**src/rtl/dmem_arbiter_if.sv**
```systemverilog
// Bus bundle between the two requesters, the arbiter and the single-port data memory.
// The slave modport is the arbiter's view; master is the requesters plus memory.
interface dmem_arbiter_if;
    logic        m0_req;
    logic        m0_we;
    logic [31:0] m0_addr;
    logic [31:0] m0_wdata;
    logic        m0_gnt;
    logic        m0_rvalid;
    logic [31:0] m0_rdata;
    logic        m0_err;

    logic        m1_req;
    logic        m1_we;
    logic [31:0] m1_addr;
    logic [31:0] m1_wdata;
    logic        m1_gnt;
    logic        m1_rvalid;
    logic [31:0] m1_rdata;
    logic        m1_err;

    logic [31:0] mem_a;
    logic [31:0] mem_wd;
    logic        mem_we;
    logic [31:0] mem_rd;

    modport slave (
        input  m0_req, m0_we, m0_addr, m0_wdata,
        output m0_gnt, m0_rvalid, m0_rdata, m0_err,
        input  m1_req, m1_we, m1_addr, m1_wdata,
        output m1_gnt, m1_rvalid, m1_rdata, m1_err,
        output mem_a, mem_wd, mem_we,
        input  mem_rd
    );

    modport master (
        output m0_req, m0_we, m0_addr, m0_wdata,
        input  m0_gnt, m0_rvalid, m0_rdata, m0_err,
        output m1_req, m1_we, m1_addr, m1_wdata,
        input  m1_gnt, m1_rvalid, m1_rdata, m1_err,
        input  mem_a, mem_wd, mem_we,
        output mem_rd
    );
endinterface

```
**src/rtl/dmem_arbiter.sv**
```systemverilog
// Round-robin arbiter/sequencer sharing the single-port data memory between the core (port 0)
// and the loader (port 1); one transaction at a time, registered responses with range check.
module dmem_arbiter #(
    parameter int unsigned DEPTH = 1024
) (
    input  logic           clk,
    input  logic           rst,
    dmem_arbiter_if.slave  bus
);
    typedef enum logic [1:0] {StIdle, StAccess, StResp} state_e;

    state_e      state_q;
    logic        last_q;
    logic        id_q;
    logic        we_q;
    logic        oor_q;
    logic        gnt0_q, gnt1_q;
    logic        rvalid0_q, rvalid1_q;
    logic        err0_q, err1_q;
    logic [31:0] rdata0_q, rdata1_q;
    logic [31:0] mem_a_q, mem_wd_q;
    logic        mem_we_q;

    logic        any_req;
    logic        win;
    logic        sel_we;
    logic        sel_oor;
    logic [31:0] sel_addr;
    logic [31:0] sel_wdata;
    logic [31:0] rd_cap;

    always_comb begin
        any_req   = bus.m0_req | bus.m1_req;
        // On a tie the port not granted last wins; otherwise the lone requester.
        win       = (bus.m0_req & bus.m1_req) ? ~last_q : bus.m1_req;
        sel_we    = win ? bus.m1_we    : bus.m0_we;
        sel_addr  = win ? bus.m1_addr  : bus.m0_addr;
        sel_wdata = win ? bus.m1_wdata : bus.m0_wdata;
        sel_oor   = (sel_addr >= DEPTH);
        rd_cap    = (!we_q && !oor_q) ? bus.mem_rd : '0;
    end

    always_ff @(posedge clk or negedge rst) begin
        if (!rst) begin
            state_q   <= StIdle;
            last_q    <= 1'b1;
            id_q      <= 1'b0;
            we_q      <= 1'b0;
            oor_q     <= 1'b0;
            gnt0_q    <= 1'b0;
            gnt1_q    <= 1'b0;
            rvalid0_q <= 1'b0;
            rvalid1_q <= 1'b0;
            err0_q    <= 1'b0;
            err1_q    <= 1'b0;
            rdata0_q  <= '0;
            rdata1_q  <= '0;
            mem_a_q   <= '0;
            mem_wd_q  <= '0;
            mem_we_q  <= 1'b0;
        end else begin
            // Pulsed outputs and the memory drive are only ever live for one cycle.
            gnt0_q    <= 1'b0;
            gnt1_q    <= 1'b0;
            rvalid0_q <= 1'b0;
            rvalid1_q <= 1'b0;
            mem_a_q   <= '0;
            mem_wd_q  <= '0;
            mem_we_q  <= 1'b0;
            case (state_q)
                StIdle, StResp: begin
                    if (any_req) begin
                        id_q     <= win;
                        we_q     <= sel_we;
                        oor_q    <= sel_oor;
                        last_q   <= win;
                        gnt0_q   <= ~win;
                        gnt1_q   <= win;
                        mem_a_q  <= sel_addr;
                        mem_wd_q <= sel_wdata;
                        mem_we_q <= sel_we & ~sel_oor;
                        state_q  <= StAccess;
                    end else begin
                        state_q  <= StIdle;
                    end
                end
                StAccess: begin
                    if (id_q) begin
                        rvalid1_q <= 1'b1;
                        rdata1_q  <= rd_cap;
                        err1_q    <= oor_q;
                    end else begin
                        rvalid0_q <= 1'b1;
                        rdata0_q  <= rd_cap;
                        err0_q    <= oor_q;
                    end
                    state_q <= StResp;
                end
                default: state_q <= StIdle;
            endcase
        end
    end

    assign bus.m0_gnt    = gnt0_q;
    assign bus.m1_gnt    = gnt1_q;
    assign bus.m0_rvalid = rvalid0_q;
    assign bus.m1_rvalid = rvalid1_q;
    assign bus.m0_rdata  = rdata0_q;
    assign bus.m1_rdata  = rdata1_q;
    assign bus.m0_err    = err0_q;
    assign bus.m1_err    = err1_q;
    assign bus.mem_a     = mem_a_q;
    assign bus.mem_wd    = mem_wd_q;
    assign bus.mem_we    = mem_we_q;
endmodule

```
**src/flat_wrapper.sv**
```systemverilog
// flat-port wrapper written by rule: the top's interface ports become plain ports
module dmem_arbiter_flat 
#(
    parameter int unsigned DEPTH = 1024
)
  (clk, rst, bus_m0_req, bus_m0_we, bus_m0_addr, bus_m0_wdata, bus_m0_gnt, bus_m0_rvalid, bus_m0_rdata, bus_m0_err, bus_m1_req, bus_m1_we, bus_m1_addr, bus_m1_wdata, bus_m1_gnt, bus_m1_rvalid, bus_m1_rdata, bus_m1_err, bus_mem_a, bus_mem_wd, bus_mem_we, bus_mem_rd);
  dmem_arbiter_if bus_i ();
  input  logic clk;
  input  logic rst;
  input wire logic [$bits(bus_i.m0_req)-1:0] bus_m0_req;
  input wire logic [$bits(bus_i.m0_we)-1:0] bus_m0_we;
  input wire logic [$bits(bus_i.m0_addr)-1:0] bus_m0_addr;
  input wire logic [$bits(bus_i.m0_wdata)-1:0] bus_m0_wdata;
  output wire logic [$bits(bus_i.m0_gnt)-1:0] bus_m0_gnt;
  output wire logic [$bits(bus_i.m0_rvalid)-1:0] bus_m0_rvalid;
  output wire logic [$bits(bus_i.m0_rdata)-1:0] bus_m0_rdata;
  output wire logic [$bits(bus_i.m0_err)-1:0] bus_m0_err;
  input wire logic [$bits(bus_i.m1_req)-1:0] bus_m1_req;
  input wire logic [$bits(bus_i.m1_we)-1:0] bus_m1_we;
  input wire logic [$bits(bus_i.m1_addr)-1:0] bus_m1_addr;
  input wire logic [$bits(bus_i.m1_wdata)-1:0] bus_m1_wdata;
  output wire logic [$bits(bus_i.m1_gnt)-1:0] bus_m1_gnt;
  output wire logic [$bits(bus_i.m1_rvalid)-1:0] bus_m1_rvalid;
  output wire logic [$bits(bus_i.m1_rdata)-1:0] bus_m1_rdata;
  output wire logic [$bits(bus_i.m1_err)-1:0] bus_m1_err;
  output wire logic [$bits(bus_i.mem_a)-1:0] bus_mem_a;
  output wire logic [$bits(bus_i.mem_wd)-1:0] bus_mem_wd;
  output wire logic [$bits(bus_i.mem_we)-1:0] bus_mem_we;
  input wire logic [$bits(bus_i.mem_rd)-1:0] bus_mem_rd;
  assign bus_i.m0_req = bus_m0_req;
  assign bus_i.m0_we = bus_m0_we;
  assign bus_i.m0_addr = bus_m0_addr;
  assign bus_i.m0_wdata = bus_m0_wdata;
  assign bus_m0_gnt = bus_i.m0_gnt;
  assign bus_m0_rvalid = bus_i.m0_rvalid;
  assign bus_m0_rdata = bus_i.m0_rdata;
  assign bus_m0_err = bus_i.m0_err;
  assign bus_i.m1_req = bus_m1_req;
  assign bus_i.m1_we = bus_m1_we;
  assign bus_i.m1_addr = bus_m1_addr;
  assign bus_i.m1_wdata = bus_m1_wdata;
  assign bus_m1_gnt = bus_i.m1_gnt;
  assign bus_m1_rvalid = bus_i.m1_rvalid;
  assign bus_m1_rdata = bus_i.m1_rdata;
  assign bus_m1_err = bus_i.m1_err;
  assign bus_mem_a = bus_i.mem_a;
  assign bus_mem_wd = bus_i.mem_wd;
  assign bus_mem_we = bus_i.mem_we;
  assign bus_i.mem_rd = bus_mem_rd;
  dmem_arbiter #(.DEPTH(DEPTH)) u_core (.clk(clk), .rst(rst), .bus(bus_i));
endmodule
```
**config.mk**
```make
export PLATFORM = sky130hd
export DESIGN_NAME = dmem_arbiter_flat
export DESIGN_NICKNAME = d
export VERILOG_FILES = /design/src/rtl/dmem_arbiter_if.sv /design/src/rtl/dmem_arbiter.sv /design/src/flat_wrapper.sv
export SDC_FILE = /design/constraint.sdc
export NUM_CORES = 1
export LEC_CHECK = 0
export ABC_CLOCK_PERIOD_IN_PS = 1460
export BUFFER_PORTS_ARGS = -buffer_cell sky130_fd_sc_hd__buf_2
export CAP_MARGIN = 20
export CELL_PAD_IN_SITES_DETAIL_PLACEMENT = 0
export CELL_PAD_IN_SITES_GLOBAL_PLACEMENT = 1
export CORE_ASPECT_RATIO = 0.75
export CORE_MARGIN = 2
export CORE_UTILIZATION = 32
export DETAILED_ROUTE_END_ITERATION = 10
export GPL_TIMING_DRIVEN = 1
export PLACE_DENSITY = 0.9
export SYNTH_ARGS = -nofsm -noshare
export SYNTH_HDL_FRONTEND = slang
export SYNTH_SLANG_ARGS = --single-unit
export TNS_END_PERCENT = 100
```
**constraint.sdc**
```tcl
create_clock -name clk -period 1.46 [get_ports clk]
set_input_delay 0.292 -clock clk [delete_from_list [all_inputs] [get_ports clk]]
set_output_delay 0.292 -clock clk [all_outputs]
set_load 0.005 [all_outputs]
```
Word level (Yosys, flattened, before mapping)

Index checks and enable logic that the tools add are counted.

Input bits: 166
Bits in registers: 141
Logic and storage cells: 55

Reductions and logical operators: 8
Bitwise logic cells: 7
Equality and inequality tests: 2
Multiplexer cells: 21
$lt $le $gt $ge: 1

Operators with widths:

| kind                   | count |
|---|---|
| $mux W32               | 7 |
| $ge A32 B11 Y1 const B | 1 |
| $mux W1                | 13 |
| $reduce_and A2 Y1      | 3 |
| $not A1 Y1             | 4 |
| $pmux W2 S2            | 1 |
| $and A1 B1 Y1          | 2 |
| $eq A2 B1 Y1 const B   | 1 |
| $eq A2 B2 Y1 const B   | 1 |
| $logic_not A1 Y1       | 2 |
| $logic_not A2 Y1       | 1 |
| $reduce_or A2 Y1       | 1 |
| $logic_and A1 B1 Y1    | 1 |
| $or A1 B1 Y1           | 1 |

Depth between registers and ports, before layout

Gate-level depths: netlist (run 1).

Word-level depth: 8
Gate-level depth with buffers: 6
Depth with buffers taken out: 5

Least setup slack after synthesis (run 1)

OpenSTA, ideal clock, no wires.

Path type: flip-flop to flip-flop
Start: register u_core.last_q
End: register u_core.mem_a_q[21], in the netlist u_core.bus.mem_a[21]
Buffers on the path: 1
Stages on the path, launching flop included: 6
Data required time: 1.382 ns
Arrival time: 1.247 ns
Clock period less this slack: 1.325 ns
Path slack: 0.135 ns
Setup time: 0.078 ns
Cell sequence: dfstp_2 > nand2_1 > nand2_1 > clkbuf_1 > nand2_1 > a21oi_1

Longest elaborated chain between the ends: 5

Ends and longest elaborated chain:

| what                   | line               | RTL |
|---|---|---|
| start, declared        | dmem_arbiter.sv:13 | `logic last_q;` |
| start signal, assigned | dmem_arbiter.sv:76 | `last_q <= win;` |
| $not A1 Y1             | dmem_arbiter.sv:35 | `win = (bus.m0_req & bus.m1_req) ? ~last_q : bus.m1_req;` |
| $mux W1                | dmem_arbiter.sv:35 |  |
| $mux W32               | dmem_arbiter.sv:37 | `sel_addr = win ? bus.m1_addr : bus.m0_addr;` |
| $mux W32               | dmem_arbiter.sv:72 | `if (any_req) begin` |
| $mux W32               | dmem_arbiter.sv:70 | `case (state_q)` |
| end signal, assigned   | dmem_arbiter.sv:79 | `mem_a_q <= sel_addr;` |
| end, declared          | dmem_arbiter.sv:21 | `logic [31:0] mem_a_q, mem_wd_q;` |

No other way between the ends.
A chain may end at the register's enable or synchronous reset.

Worst setup path in the final report (run 1)

Start: register u_core.last_q
End: register u_core.we_q

Longest elaborated chain between the ends: 3

Ends and longest elaborated chain:

| what                 | line               | RTL |
|---|---|---|
| $not A1 Y1           | dmem_arbiter.sv:35 |  |
| $mux W1              | dmem_arbiter.sv:35 |  |
| $mux W1              | dmem_arbiter.sv:36 | `sel_we = win ? bus.m1_we : bus.m0_we;` |
| end signal, assigned | dmem_arbiter.sv:74 | `we_q <= sel_we;` |
| end, declared        | dmem_arbiter.sv:15 | `logic we_q;` |

No other way between the ends.

==> results of run 1 <==
==> registers in the layout (all words and copies together) (netlist names) <==
register / count
u_core.id_q: 1
u_core.oor_q: 1
u_core.bus.m0_gnt: 1
u_core.last_q: 1
u_core.bus.m0_rdata: 32
u_core.bus.m1_gnt: 1
u_core.we_q: 1
u_core.state_q: 2
u_core.bus.m1_rvalid: 1
u_core.bus.m0_rvalid: 1
u_core.bus.mem_wd: 32
u_core.bus.m0_err: 1
u_core.bus.m1_err: 1
u_core.bus.mem_we: 1
u_core.bus.m1_rdata: 32
u_core.bus.mem_a: 32
==> worst paths after layout <==
path	from	endpoint	slack, ns	cells after the start
worst max-delay path	u_core.last_q	u_core.we_q	0.10	5
worst min-delay path	bus_m1_wdata[27]	u_core.bus.mem_wd[27]	0.09	2
worst max register to register	u_core.last_q	u_core.we_q	0.10	5
worst min register to register	u_core.bus.m1_rdata[27]	u_core.bus.m1_rdata[27]	0.48	2
max in group asynchronous	rst	u_core.last_q	0.51	3
min in group asynchronous	rst	u_core.bus.m0_rdata[20]	0.38	2
==> area by class of cell <==
type,count,share of cell area (%)
Multi-Input combinational cell,327,20.52
Clock inverter,12,2.658
Tap cell,210,3.323
Clock buffer,19,5.601
Sequential cell,141,44.65
Timing Repair Buffer,325,23.10
Inverter,3,0.1424
==> stage by stage <==
| stage | TNS [ns] | power (uW) | hold WS (ns) | cells | area (um^2) |
|---|---|---|---|---|---|
| 2_1_floorplan | 0 | 4797 | -0.003591 | 505 | 5299 |
| 3_3_place_gp | -0.3712 | 5562 | 0.2576 | 1005 | 7239 |
| 3_5_place_dp | -0.3768 | 5585 | 0.2586 | 1005 | 7239 |
| 4_1_cts | 0 | 10400 | 0.06998 | 1037 | 7903 |
| 5_1_grt | 0 | 10740 | 0.06447 | 1037 | 7908 |
| 6_report | 0 | 10270 | 0.09090 | 1037 | 7908 |
==> timing repair <==
item                       in CTS  in global routing
hold endpoints to repair       35                  0
setup endpoints to repair       0                  9
gates resized for setup         0                  2
hold buffers                    1                  0
==> cells in the mapped netlist <==
master    count
nor4_1       11
mux2_1        2
nand4_1       1
buf_1         2
o21ai_1      18
a21o_1        2
o21ai_0      47
dfstp_2       1
or2_2         1
mux2i_1       1
nor3b_2       1
nor2_2        1
and4_1        2
nand2b_1      1
nor3_1        1
inv_1         3
a21oi_1      32
and2_1        1
nor2_1        5
and2b_1       1
clkbuf_1     15
nor2b_1       1
nand2_1     165
a22o_1       33
buf_2        17
dfrtp_1     140
==> power groups by stage <==
stage	Clock [uW]	Combinational (uW)	Sequential [uW]
floorplan	0	486	4310
global placement	0	1290	4270
detailed placement	0	1300	4280
CTS	4880	1310	4220
global route	5080	1420	4240
finish	4770	1280	4220
==> critical path, stage by stage (launching register included) <==
cell and delay [ns]:
dfstp_2 0.54, nand2_1 0.06, nand2_1 0.15, buf_4 0.20, mux2i_1 0.20, o21ai_0 0.09
==> per-layer routing <==
layer | track usage (%) | vias to the layer above | wire length, um
li1 | - | 2323 | -
met1 | 22.99 | 2220 | 6668
met2 | 27.74 | 223 | 7450
met3 | 6.208 | 12 | 1289
met4 | 4.815 | 0 | 136
met5 | 0 | - | 0
==> cells by family (layout without fill, tap and decap cells) <==
group                  Yosys count  in the layout
and+or+nand+nor                192            192
DFF                            141            141
AOI/OAI and AO/OA              132            132
buffers and inverters           37            359
muxes                            3              3
==> impl_metrics.tcl, run 1 <==
set metrics [dict create \
    drive_gt1_share_pct 43.77 \
    clkTransAtPathRegs_ns 0.06 \
    power.internal_uw 7818 \
    fin_crit_sh_pct 93.11 \
    muxShareOfSynthArea_pct 0.6139 \
    synthTopCellsByArea "dfrtp_1, nand2_1, a22o_1" \
    port_buffers 300 \
    fin_util_pct 49.07 \
    ios 301 \
    finClkSkew_ns 0.008255 \
    power_leakage_uw 0.004261 \
    layout_common_cells "buf_2, nand2_1, dfrtp_1, o21ai_0, a22o_1" \
    status "completed" \
    tritoncts "built" \
    timing.final.ws_setup_ns 0.1006 \
    fin_crit_ns 1.359 \
    drc_errors 0 \
    synth.cell_area_mm2 0.005299 \
    rows 40 \
    seq_area_mm2 0.003531 \
    vias 4778 \
    place_ws_ns -0.1887 \
    place.gp.congestion 0.8066 \
    synth_xor_area_share_pct 0 \
    areaGrowthSynthToFinish_pct 49.23 \
    power_density_mw_per_mm2 1299 \
    ys_seq_area_share_pct 66.61 \
    antenna_found_initial 0 \
    clk-insertion-delay-late_ns 0.41 \
    combPwrFrac_pct 12.5 \
    coreArea_mm2 0.01612 \
    finalWirelength_mm 15.54 \
    hold_viol 0 \
    rsz0062_at_grt "no" \
    switching_share_pct 23.86 \
    cts_buffer_depth 2 \
    ys_warn_count 0 \
    syn_area_per_cell_um2 10.49 \
    synth_cell_type_count 26 \
    gr-total-overflow 0 \
    relSlewSlack_pct 69.60 \
    die_h_um 115.4 \
    drt_iter0_drc 209 \
    synth_compound_area_share_pct 14.90 \
    multi_input_area_mm2 0.001623 \
    cts-root-buf "clkbuf_16" \
    end_kind "register" \
    synth-seq-cells 141 \
    die-area_mm2 0.01762 \
    place_hpwl_mm 11.56 \
    synth_top_cell_by_area "dfrtp_1" \
    viasPerCell 4.608 \
    synth_cells 505 \
    cts_buffers 17 \
    p_clk_share_pct 46.4 \
    ant_nets 0 \
    p_seq_share_pct 41.1 \
    critPathArrivalTime_ns 1.65 \
    final_common_cell "buf_2" \
    synthAdderAreaFrac_pct 0 \
    synthSimpleGateAreaFrac_pct 14.85 \
    nets 981 \
    syn_nets 671 \
    start_kind "register" \
    hp-class "input port to register" \
    diodes 0 \
    finalSetupViolations 0 \
    grt_pass1_vias 4610 \
    die_w_um 152.6 \
    fillers 1527 \
    crit_fanout 9 \
    grt_max_degree 54 \
    first_pass_iters 5 \
    detail_route.wl_per_cell_um 14.99 \
    yosys.area.top_type_share_pct 66.12 \
    grtUsageTotal_pct 17.47 \
    cts_max_level 4 \
    peakVddDrop_mv 0.6153 \
    tightest_slew_ns 0.4559 \
    drv_cap 0 \
    fmax_mhz 735.6 \
    grt_first_pass_wirelength_mm 24.18 \
    slew_viol_final 0 \
    synth_top_family_by_area "compound AO/OA/AOI/OAI gates" \
    path_class "register to register" \
    switchingPower_uw 2450 \
    required_ns 1.75 \
    clock_sinks 141 \
    post_cts_buffers 0 \
    initial_core_util_pct 32.88 \
]
Note: power is estimated with default switching activity, not from simulation.
==> inputs of run 2 (changes only) <==
- CORE_ASPECT_RATIO: 0.75 -> 1.4
==> impl_metrics.tcl, run 2 (synthesized netlist as in run 1, its figures left out) <==
set metrics [dict create \
    crit_slowest_cell "dfrtp_1" \
    fin_crit_sh_pct 93.97 \
    place.gp.congestion 0.8591 \
    critPathArrivalTime_ns 1.71 \
    drive_gt1_share_pct 44.14 \
    status "completed" \
    peakVddDrop_mv 0.7839 \
    stdcell_count 1026 \
    layout_common_cells "buf_2, nand2_1, dfrtp_1, o21ai_0, a22o_1" \
    tritoncts "built" \
    startpoint "u_core.state_q[0]" \
    finalWirelength_mm 15.50 \
    required_ns 1.80 \
    fillers 1544 \
    vias 4740 \
    grt_pass1_vias 4833 \
    grtUsageTotal_pct 17.48 \
    holdCritStartpoint "bus_m1_wdata[15]" \
    grt_first_pass_wirelength_mm 24.11 \
    port_buffers 300 \
    hp-class "input port to register" \
    rows 55 \
    rsz0062_at_grt "yes" \
    place_ws_ns -0.1808 \
    place_hpwl_mm 11.89 \
    holdWs_ns 0.09329 \
    ant_nets 0 \
    viasPerCell 4.620 \
    ios 301 \
    fin_crit_ns 1.372 \
    timing.final.ws_setup_ns 0.08797 \
    power_density_mw_per_mm2 1244 \
    drt_iter0_drc 263 \
    finalSetupViolations 0 \
    cts_buffer_depth 2 \
    gr-total-overflow 0 \
    crit_fanout 33 \
    antenna_found_initial 0 \
    initial_core_util_pct 32.77 \
    post_cts_buffers 0 \
    final_cell_area_mm2 0.007812 \
    diodes 0 \
    drc_errors 0 \
    slew_viol_final 0 \
    die-area_mm2 0.01762 \
    place_area_mm2 0.007206 \
    detail_route.wl_per_cell_um 15.11 \
    cts-root-buf "clkbuf_16" \
    r2r_start "u_core.state_q[0]" \
    clock_sinks 141 \
    final_common_cell "buf_2" \
    tightest_slew_ns 0.3809 \
    end_kind "register" \
    areaGrowthSynthToFinish_pct 47.44 \
    die_h_um 156.3 \
    critPathMaxStageDelay_ns 0.43 \
    fmax_mhz 728.8 \
    dp.cells 993 \
    crit_chain "buf_4, nor3b_4, buf_12, a22o_1" \
    drv_cap 0 \
    cts_max_level 4 \
    hold_viol 0 \
    die_w_um 112.8 \
    first_pass_iters 4 \
    start_kind "register" \
    path_class "register to register" \
    power_leakage_uw 0.004223 \
    relSlewSlack_pct 74.37 \
    finClkSkew_ns 0.01136 \
    grt_max_degree 40 \
    coreArea_mm2 0.01617 \
    clk-insertion-delay-late_ns 0.41 \
    clkTransAtPathRegs_ns 0.06 \
    cts_buffers 17 \
    nets 980 \
]
## run 2: worst paths after layout
path | end | slack, ns | depth (start not counted)
max in group asynchronous | u_core.last_q | 0.54 | 3
min in group asynchronous | u_core.bus.m1_rdata[1] | 0.34 | 2
setup / recovery | u_core.bus.mem_wd[28] | 0.09 | 4
hold / removal | u_core.bus.mem_wd[15] | 0.09 | 2
setup reg to reg | u_core.bus.mem_wd[28] | 0.09 | 4
hold reg to reg | u_core.bus.m0_rdata[14] | 0.47 | 2
## run 2: cell type report
type                       instances  area, um^2  share of cell area, %
clock buffer                      18       439.2                  5.621
clock inverter                    14       140.1                  1.794
inverter                           3       11.26                 0.1441
multi-input combinational        327        1633                  20.90
sequential                       141        3530                  45.18
tap                              199       249.0                  3.187
timing repair buffer             324        1810                  23.17
## run 2: power by group
| group | total, uW | switching, uW | internal, uW |
|---|---|---|---|
| Combinational | 1300 | 707 | 592 |
| Sequential | 4210 | 69.7 | 4140 |
| Clock | 4210 | 1650 | 2560 |
| Total | 9720 | 2430 | 7290 |
## run 2: repair_timing
action | in CTS | in global routing
resized for setup | 0 | 5
endpoints found under the hold margin | 27 | 0
endpoints found under the setup margin | 0 | 12
hold buffers | 1 | 0
## run 2: metrics by stage
stage / power [uW] / TNS, ns / utilization [%]
floorplan: 4797 / 0 / -
global placement: 5572 / -0.3345 / 44.56
detailed placement: 5589 / -0.3444 / 44.56
CTS: 9849 / 0 / 48.20
global route: 10180 / -0.03266 / 48.31
finish: 9720 / 0 / 48.31
## run 2: critical path, delay by kind of cell, from the launching register on
family | cells | cell delay, ns
buffers and inverters | 2 | 0.40
flip-flops | 1 | 0.43
AO/OA/AOI/OAI | 1 | 0.18
AND/OR/NAND/NOR | 1 | 0.29
## run 2: routing by layer
layer  vias to the layer above  track usage (%)  part of all wire [%]
li1                       2322                -                     -
met1                      2197            19.05                    37
met2                       199            31.88                    54
met3                        22            5.112                   7.3
met4                         0            6.620                   2.1
met5                         -                0                     0
==> inputs of run 3 (changes only) <==
- ABC_CLOCK_PERIOD_IN_PS: 1460 -> 1500
- CORE_UTILIZATION: 32 -> 30
- PLACE_DENSITY: 0.9 -> 0.86
- clock period: 1.46 -> 1.5 ns (I/O delays scaled with it)
==> impl_metrics.tcl, run 3 (synthesized netlist as in run 1, its figures left out) <==
set metrics [dict create \
    status "completed" \
    grt_pass1_vias 4840 \
    end_kind "register" \
    fin_crit_sh_pct 90.59 \
    diodes 0 \
    tritoncts "built" \
    slew_viol_final 0 \
    timing.final.ws_setup_ns 0.1411 \
    grt_first_pass_wirelength_mm 24.92 \
    grtUsageTotal_pct 17.31 \
    drive_gt1_share_pct 43.62 \
    place.gp.congestion 0.8529 \
    port_buffers 300 \
    layout_common_cells "buf_2, nand2_1, dfrtp_1, o21ai_0, a22o_1" \
    fmax_mhz 735.9 \
    detail_route.wl_per_cell_um 15.13 \
    cts_max_level 4 \
    fillers 1747 \
    areaGrowthSynthToFinish_pct 48.05 \
    initial_core_util_pct 30.58 \
    path_class "register to register" \
    stdcell_count 1059 \
    ant_nets 0 \
    clock_sinks 141 \
    critPathArrivalTime_ns 1.68 \
    peakVddDrop_mv 0.5036 \
    drv_cap 0 \
    die-area_mm2 0.01876 \
    hp-class "input port to register" \
    finalSetupViolations 0 \
    die_w_um 116.3 \
    die_h_um 161.3 \
    required_ns 1.82 \
    antenna_found_initial 0 \
    clk-insertion-delay-late_ns 0.42 \
    cts_buffers 17 \
    dp.cells 1028 \
    post_cts_buffers 0 \
    finalWirelength_mm 16.02 \
    grt_max_degree 51 \
    tightest_slew_ns 0.4178 \
    gr-total-overflow 0 \
    vias 4782 \
    power_density_mw_per_mm2 1220 \
    finClkSkew_ns 0.01041 \
    rows 57 \
    place_ws_ns -0.2299 \
    fin_crit_ns 1.359 \
    viasPerCell 4.516 \
    start_kind "register" \
    cts-root-buf "clkbuf_16" \
    final_common_cell "buf_2" \
    coreArea_mm2 0.01733 \
    first_pass_iters 4 \
    drt_iter0_drc 229 \
    drc_errors 0 \
    crit_fanout 15 \
    place_hpwl_mm 12.19 \
    rsz0062_at_grt "no" \
    nets 978 \
    power_leakage_uw 0.004216 \
    ios 301 \
    hold_viol 0 \
    clkTransAtPathRegs_ns 0.06 \
    relSlewSlack_pct 72.15 \
    cts_buffer_depth 2 \
]
==> run 3: final timing paths <==
| kind | start | end | slack (ns) | depth (start not counted) |
|---|---|---|---|---|
| hold reg to reg | u_core.bus.m0_rdata[23] | u_core.bus.m0_rdata[23] | 0.47 | 2 |
| setup / recovery | u_core.state_q[0] | u_core.bus.mem_a[9] | 0.14 | 3 |
| setup reg to reg | u_core.state_q[0] | u_core.bus.mem_a[9] | 0.14 | 3 |
| hold / removal | bus_m1_wdata[12] | u_core.bus.mem_wd[12] | 0.10 | 2 |
| max in group asynchronous | rst | u_core.last_q | 0.56 | 3 |
| min in group asynchronous | rst | u_core.bus.m0_rvalid | 0.38 | 2 |
==> run 3: final cells by class <==
cell class                 instances  area, um^2  share of cell area [%]
timing repair buffer             322        1792                   22.84
clock inverter                     9       111.4                   1.419
sequential                       141        3530                   44.99
clock buffer                      21       480.5                   6.124
tap                              236       295.3                   3.764
multi-input combinational        327        1625                   20.72
inverter                           3       11.26                  0.1435
==> run 3: layer usage <==
layer | part of all wire [%] | wire length [um] | track usage (%) | vias to the layer above
met5 | 0 | 0 | 0 | -
met4 | 2.6 | 423 | 7.305 | 0
met3 | 7.1 | 1140 | 5.066 | 33
met2 | 52 | 8294 | 30.23 | 200
met1 | 38 | 6166 | 19.37 | 2229
li1 | - | - | - | 2320
==> run 3: timing repair <==
action / in CTS / in global routing
endpoints found under the setup margin: 0 / 2
hold buffers: 1 / 0
hold endpoints to repair: 32 / 0
gates resized for setup: 0 / 2
==> run 3: where the power goes <==
part | switching (uW) | internal [uW]
clock network | 1600 | 2610
registers | 75.3 | 4030
logic | 690 | 562
total | 2370 | 7200
==> run 3: critical path, stage by stage (launching register included) <==
cell,delay [ns]
dfrtp_1,0.45
or2_2,0.39
buf_4,0.22
a21oi_1,0.20
==> run 3: per-stage QoR <==
step	instance area [um^2]	total power (uW)	utilization, %	TNS [ns]	hold WS (ns)
2_1_floorplan	5299	4669	-	0	0.004409
3_3_place_gp	7237	5422	41.76	-0.3191	0.2426
3_5_place_dp	7237	5438	41.76	-0.4393	0.2493
4_1_cts	7839	9696	45.23	0	0.07501
5_1_grt	7845	9974	45.27	0	0.08486
6_report	7845	9569	45.27	0	0.1009
